File: src/rtl/rv32v_types_pkg.sv
// Shared vector-unit types and helpers.
// Contents:
//   valuop_t    - ALU operation selected by decode
//   vsew_t      - selected element width encoding
//   red_state_t - reduction unit sequencing states
//   sew_mask()  - bit mask covering the significant bits of an element
//   is_red_op() - whether an ALU op is meaningful as a reduction
package rv32v_types_pkg;

  localparam int ELEM_W = 32;

  typedef enum logic [3:0] {
    VALU_ADD = 4'd0,
    VALU_SUB = 4'd1,
    VALU_AND = 4'd2,
    VALU_OR  = 4'd3,
    VALU_XOR = 4'd4,
    VALU_MIN = 4'd5,
    VALU_MAX = 4'd6,
    VALU_SLL = 4'd7,
    VALU_SRL = 4'd8,
    VALU_SRA = 4'd9
  } valuop_t;

  // Encodings beyond SEW32 (including the unnamed ones) are treated as 32-bit.
  typedef enum logic [2:0] {
    SEW8  = 3'd0,
    SEW16 = 3'd1,
    SEW32 = 3'd2,
    SEW64 = 3'd3
  } vsew_t;

  typedef enum logic [1:0] {
    IDLE  = 2'd0,
    ACCUM = 2'd1,
    DONE  = 2'd2
  } red_state_t;

  function automatic logic [ELEM_W-1:0] sew_mask(input vsew_t sew);
    logic [ELEM_W-1:0] m;
    case (sew)
      SEW8:    m = 32'h0000_00FF;
      SEW16:   m = 32'h0000_FFFF;
      default: m = 32'hFFFF_FFFF;
    endcase
    return m;
  endfunction

  function automatic logic is_red_op(input valuop_t op);
    logic legal;
    case (op)
      VALU_ADD, VALU_AND, VALU_OR, VALU_XOR, VALU_MIN, VALU_MAX: legal = 1'b1;
      default: legal = 1'b0;
    endcase
    return legal;
  endfunction

endpackage

File: src/rtl/rv32v_red_fold.sv
// One combinational fold step of a reduction: combines the running
// accumulator with a single element under the latched op/width controls.
// Ports:
//   acc_i      - running accumulator (already SEW-truncated)
//   elem_i     - element slot; only the low SEW bits are significant
//   active_i   - lane active; an inactive lane passes the accumulator through
//   op_i       - reduction operation
//   unsigned_i - MIN/MAX compare as unsigned when high
//   sew_i      - element width
//   acc_o      - next accumulator value, SEW-truncated
module rv32v_red_fold
  import rv32v_types_pkg::*;
(
  input  logic [31:0] acc_i,
  input  logic [31:0] elem_i,
  input  logic        active_i,
  input  valuop_t     op_i,
  input  logic        unsigned_i,
  input  vsew_t       sew_i,
  output logic [31:0] acc_o
);

  logic [31:0] mask;
  logic [31:0] accT;
  logic [31:0] elemT;
  logic [31:0] result;
  logic [32:0] accX;
  logic [32:0] elemX;
  logic        accSign;
  logic        elemSign;
  logic        accLess;

  // Both operands are truncated to SEW, then widened to 33 bits so that a
  // single signed comparator serves signed and unsigned MIN/MAX alike.
  always_comb begin
    mask  = sew_mask(sew_i);
    accT  = acc_i & mask;
    elemT = elem_i & mask;

    case (sew_i)
      SEW8: begin
        accSign  = accT[7];
        elemSign = elemT[7];
      end
      SEW16: begin
        accSign  = accT[15];
        elemSign = elemT[15];
      end
      default: begin
        accSign  = accT[31];
        elemSign = elemT[31];
      end
    endcase

    accX  = {1'b0, accT};
    elemX = {1'b0, elemT};
    if (!unsigned_i && accSign)  accX  = {1'b1, accT | ~mask};
    if (!unsigned_i && elemSign) elemX = {1'b1, elemT | ~mask};
    accLess = $signed(accX) < $signed(elemX);

    case (op_i)
      VALU_ADD: result = (accT + elemT) & mask;
      VALU_AND: result = accT & elemT;
      VALU_OR:  result = accT | elemT;
      VALU_XOR: result = accT ^ elemT;
      VALU_MIN: result = accLess ? accT : elemT;
      VALU_MAX: result = accLess ? elemT : accT;
      default:  result = accT;
    endcase

    acc_o = active_i ? result : accT;
  end

endmodule

File: src/rtl/rv32v_red_unit.sv
// Vector reduction execution unit. Latches the op and scalar seed on start,
// folds each accepted beat of LANES elements into one SEW-wide accumulator,
// and offers the scalar result to writeback with a valid/ready handshake.
// Ports:
//   clk_i, rst_i        - clock, synchronous active-high reset
//   start_i, vl_zero_i  - begin a reduction (IDLE only); vl_zero_i means no beats follow
//   valuop_i, vopunsigned_i, vsew_i, scalar_init_i - op controls and vs1[0] seed
//   elem_valid_i/elem_ready_o/elem_data_i/elem_mask_i/elem_last_i - beat stream
//   res_valid_o/res_ready_i/res_data_o/res_illegal_o - result handshake
//   busy_o              - unit is not idle
module rv32v_red_unit
  import rv32v_types_pkg::*;
#(
  parameter int LANES = 2
) (
  input  logic                  clk_i,
  input  logic                  rst_i,
  input  logic                  start_i,
  input  logic                  vl_zero_i,
  input  valuop_t               valuop_i,
  input  logic                  vopunsigned_i,
  input  vsew_t                 vsew_i,
  input  logic [31:0]           scalar_init_i,
  input  logic                  elem_valid_i,
  output logic                  elem_ready_o,
  input  logic [32*LANES-1:0]   elem_data_i,
  input  logic [LANES-1:0]      elem_mask_i,
  input  logic                  elem_last_i,
  output logic                  res_valid_o,
  input  logic                  res_ready_i,
  output logic [31:0]           res_data_o,
  output logic                  res_illegal_o,
  output logic                  busy_o
);

  red_state_t  state_q, state_d;
  logic [31:0] acc_q, acc_d;
  valuop_t     op_q, op_d;
  logic        uns_q, uns_d;
  vsew_t       sew_q, sew_d;
  logic        illegal_q, illegal_d;
  logic [31:0] foldAcc;

  // Lane folds are chained so lane 0 is applied first; each stage has its
  // own nets so the chain has no apparent combinational loop.
  for (genvar g = 0; g < LANES; g++) begin : gen_lane
    logic [31:0] stageIn;
    logic [31:0] stageOut;

    if (g == 0) begin : gen_first
      assign stageIn = acc_q;
    end else begin : gen_rest
      assign stageIn = gen_lane[g-1].stageOut;
    end

    rv32v_red_fold u_fold (
      .acc_i      (stageIn),
      .elem_i     (elem_data_i[32*g +: 32]),
      .active_i   (elem_mask_i[g]),
      .op_i       (op_q),
      .unsigned_i (uns_q),
      .sew_i      (sew_q),
      .acc_o      (stageOut)
    );
  end

  assign foldAcc = gen_lane[LANES-1].stageOut;

  // Next-state and output decode. An illegal op still walks through ACCUM
  // and consumes beats, but never touches the accumulator, so the seed is
  // what comes back.
  always_comb begin
    state_d       = state_q;
    acc_d         = acc_q;
    op_d          = op_q;
    uns_d         = uns_q;
    sew_d         = sew_q;
    illegal_d     = illegal_q;
    elem_ready_o  = 1'b0;
    res_valid_o   = 1'b0;
    res_data_o    = 32'd0;
    res_illegal_o = 1'b0;
    busy_o        = (state_q != IDLE);

    case (state_q)
      IDLE: begin
        if (start_i) begin
          op_d      = valuop_i;
          uns_d     = vopunsigned_i;
          sew_d     = vsew_i;
          illegal_d = !is_red_op(valuop_i);
          acc_d     = scalar_init_i & sew_mask(vsew_i);
          state_d   = vl_zero_i ? DONE : ACCUM;
        end
      end
      ACCUM: begin
        elem_ready_o = 1'b1;
        if (elem_valid_i) begin
          if (!illegal_q) acc_d = foldAcc;
          if (elem_last_i) state_d = DONE;
        end
      end
      DONE: begin
        res_valid_o   = 1'b1;
        res_data_o    = acc_q;
        res_illegal_o = illegal_q;
        if (res_ready_i) state_d = IDLE;
      end
      default: state_d = IDLE;
    endcase
  end

  // State and datapath registers; reset abandons any reduction in flight.
  always_ff @(posedge clk_i) begin
    if (rst_i) begin
      state_q   <= IDLE;
      acc_q     <= 32'd0;
      op_q      <= VALU_ADD;
      uns_q     <= 1'b0;
      sew_q     <= SEW8;
      illegal_q <= 1'b0;
    end else begin
      state_q   <= state_d;
      acc_q     <= acc_d;
      op_q      <= op_d;
      uns_q     <= uns_d;
      sew_q     <= sew_d;
      illegal_q <= illegal_d;
    end
  end

endmodule

File: config.mk
export PLATFORM = sky130hd
export DESIGN_NAME = rv32v_red_unit
export DESIGN_NICKNAME = d
export VERILOG_FILES = /design/src/rtl/rv32v_types_pkg.sv /design/src/rtl/rv32v_red_fold.sv /design/src/rtl/rv32v_red_unit.sv
export SDC_FILE = /design/constraint.sdc
export NUM_CORES = 1
export LEC_CHECK = 0
export BUFFER_PORTS_ARGS = -buffer_cell sky130_fd_sc_hd__buf_2
export CORE_MARGIN = 2
export CORE_UTILIZATION = 55
export CTS_BUF_LIST = sky130_fd_sc_hd__clkbuf_2 sky130_fd_sc_hd__clkbuf_4 sky130_fd_sc_hd__clkbuf_8
export DETAILED_ROUTE_END_ITERATION = 7
export PLACE_DENSITY = 0.78
export SLEW_MARGIN = 20
export SYNTH_ARGS = -nofsm -noshare
export SYNTH_HDL_FRONTEND = slang
export SYNTH_SLANG_ARGS = --single-unit
File: constraint.sdc
create_clock -name clk_i -period 14.35 [get_ports clk_i]
set_input_delay 2.87 -clock clk_i [delete_from_list [all_inputs] [get_ports clk_i]]
set_output_delay 2.87 -clock clk_i [all_outputs]
set_load 0.03 [all_outputs]
==> run_results.csv <==
group,metric,value,unit
outcome,status,"complete, no violations",
power_and_ir_drop,power_frac_clock,10.0,%
placed_design,hpwl,36440,microns
die,fp-row-count,54,
grt,grt_start_max_net_pins,68,
synth,synthCells,1845,
drt,detail_route.iter0.violations,1858,
synth,synth_compound_area_share,34.52,%
clock_network,cts_tree,"built",
timing,finalClockSkew,0.01845,ns
power_and_ir_drop,peakVddDrop,0.05307,mV
critical_path,rrSetupSlack,4.57,ns
power_and_ir_drop,p_int,0.0004319,W
synth,synth-simple-area-share,24.30,%
critical_path,worst_path_largest_cell_delay,0.98,ns
synth,synth.cells.most_frequent,"nand2_1, ha_1, nor2_1, inv_1, a21oi_1",
power_and_ir_drop,comb_power_share,74.3,%
die,die_w,153.5,microns
synth,ys_async_sr_fraction,0,%
timing,finalSetupViolations,0,
placed_design,place_congestion,1.030,
die,initial_core_util,56.18,%
synth,ys_warn_count,0,
power_and_ir_drop,leakage,6.756,nW
clock_network,root_buffer,"clkbuf_8",
grt,antenna_found_initial,1,
finish,antenna_cells,0,
critical_path,end_kind,"register",
synth,synth.area.top_cells,"ha_1, nand2_1, dfxtp_1",
critical_path,cp.buffers_inverters,3,
critical_path,cp_data_required_time,14.60,ns
power_and_ir_drop,switching_share,55.25,%
timing,hold_viol_final,0,
critical_path,critPathLaunchType,"input port",
clock_network,cts_resized,0,
die,io_pins,149,
synth,yosysTopAreaCell,"ha_1",
finish,multi_input_area,10430,sq um
timing,fin_crit_sh,78.59,%
synth,yosys.cell_count.top_type,"nand2_1",
synth,yosysTopAreaCellShare,19.74,%
die,die-area,23570,sq um
worst_hold_path,hold_depth,2,
clock_network,cts.sinks,43,
timing,whs,0.4908,ns
grt,grtUsageTotal,39.23,%
synth,avgSynthCellArea,6.666,sq um
critical_path,reg2reg_depth,29,
critical_path,crit_type,"input port to register",
critical_path,critical_path.top_delay_family,"compound AO/OA/AOI/OAI gates",
synth,ys_seq_area_share,6.999,%
placed_design,port_buffers,148,
critical_path,cp.depth,28,
grt,grt_pass1_vias,13600,
critical_path,cpMaxStageDelayCell,"a21oi_1",
grt,grt_first_pass_wirelength,74400,microns
power_and_ir_drop,switchingPower,0.0005333,W
timing,slew_violations,0,
grt,grt_overflow,0,
synth,ys.flop_type,"dfxtp_1",
critical_path,critPathArrivalTime,11.53,ns
clock_network,worstSkewPairLatency,0.34,ns
drt,postRouteAntennaNets,0,
worst_hold_path,hold_path_class,"register to register",
clock_network,postCtsHoldBufs,0,
finish,nFillCells,2161,
die,core_area,21890,sq um
timing,clock.fmax,0.08867,GHz
timing,period_minus_slack,11.28,ns
finish,fin_nets,2224,
finish,drive_above_1_share,11.59,%
drt,wl_per_cell,22.00,microns
timing,max_slew_margin,15.85,%
drt,dr.pass1.iters,6,
critical_path,cp_max_fo,49,
synth,synth_area,12300,sq um
drt,totalWireLength,48310,microns
synth,syn_nets,2154,
finish,regArea,860.8,sq um
synth,synth_top_family_by_area,"compound AO/OA/AOI/OAI gates",
timing,rsz0062_at_grt,"no",
finish,syn_to_final_growth,7.609,%
job,maxCapViolations,0,
synth,synth_edf_count,0,
synth,synth-xor-area-share,1.994,%
timing,final.setup.tns,0,ns
clock_network,cts-buffers-inserted,5,
die,die_h,153.5,microns
clock_network,clk_pin_slew,0.09,ns
clock_network,postCtsSetupBuffers,0,
power_and_ir_drop,seq_power_share,15.7,%
power_and_ir_drop,power_per_cell_area,72.93,nW/um^2
synth,synth_fa_ha_area_share,20.06,%
drt,viasPerCell,6.757,
drt,vias,14840,
power_and_ir_drop,power.total,0.0009652,W
drt,drc,0,
clock_network,cts.htree.levels,2,
synth,synthMuxAreaShare,3.591,%
timing,worstMarginPinSlew,1.262,ns
synth,synth_cell_types,86,
synth,synth_seq_cells,43,
clock_network,cts_buffer_depth,2,
layout make-up:
| class | count | share of cell area, % |
|---|---|---|
| sequential | 43 | 6.504 |
| tap | 280 | 2.647 |
| multi-input combinational | 1538 | 78.77 |
| inverter | 157 | 4.453 |
| timing repair buffer | 170 | 6.844 |
| clock buffer | 7 | 0.7279 |
| clock inverter | 1 | 0.05672 |
layout by cell type, fill, tap and decap left out, types with 19 or more instances in the layout:
cell	n
nor3_1	29
a221oi_1	44
and2_1	40
buf_4	22
nand2b_1	19
a21o_1	38
o221ai_1	25
a31oi_1	23
ha_1	194
nor2_1	182
inv_1	152
nand3_1	21
nand2_1	289
o21ai_0	93
a21oi_1	136
mux2i_1	43
a211oi_1	45
o211ai_1	31
dfxtp_1	43
xnor2_1	21
buf_2	148
layer usage:
metal	vias up	wire (microns)	part of all wire (%)	GRT usage [%]
met5	-	13	0.027	0
met4	2	2015	4.2	15.25
met3	164	5902	12	7.272
met2	1001	20830	43	60.66
met1	6879	19550	40	54.04
li1	6793	-	-	-
power by group through the flow:
stage	clock [W]	sequential, W	combinational (W)
CTS	0.0000962	0.000150	0.000692
global placement	0	0.000153	0.000670
floorplan	0	0.000143	0.000527
detailed placement	0	0.000153	0.000689
global route	0.000100	0.000153	0.000783
finish	0.0000964	0.000152	0.000717
state kept, by name (all words and copies together), names as in the netlist:
| register | cells |
|---|---|
| acc_q | 32 |
| op_q | 4 |
| sew_q | 3 |
| state_q | 2 |
| illegal_q | 1 |
| uns_q | 1 |
final timing paths:
check	end	from
worst min register to register	sew_q[2]	sew_q[2]
worst max-delay path	acc_q[26]	elem_data_i[7]
worst max register to register	acc_q[26]	sew_q[1]
worst min-delay path	sew_q[2]	sew_q[2]
worst register-to-register path, delay by kind of cell (launching register included):
kind / cells / cell delay (ns)
AOI/OAI and AO/OA: 14 / 4.44
and+or+nand+nor: 9 / 2.41
buffers and inverters: 3 / 1.43
adders and majority gates: 2 / 0.61
muxes: 1 / 0.42
DFF: 1 / 0.38
cell families after synthesis:
logic type / after synthesis
compound gates: 599
xor+xnor: 28
fa+ha+maj: 196
buf+inv: 264
flops: 43
mux: 44
simple gates: 671
stage by stage:
| stage | cells | setup slack [ns] | cell area, sq um | utilization, % |
|---|---|---|---|---|
| finish | 2196 | 3.072 | 13240 | 60.46 |
| global route | 2196 | 2.524 | 13240 | 60.46 |
| CTS | 2196 | 3.317 | 13220 | 60.40 |
| detailed placement | 2188 | 3.004 | 13120 | 59.93 |
| global placement | 2188 | 3.372 | 13120 | 59.92 |
| floorplan | 1845 | 5.237 | 12300 | - |
Power figures use the tool's default switching activity.
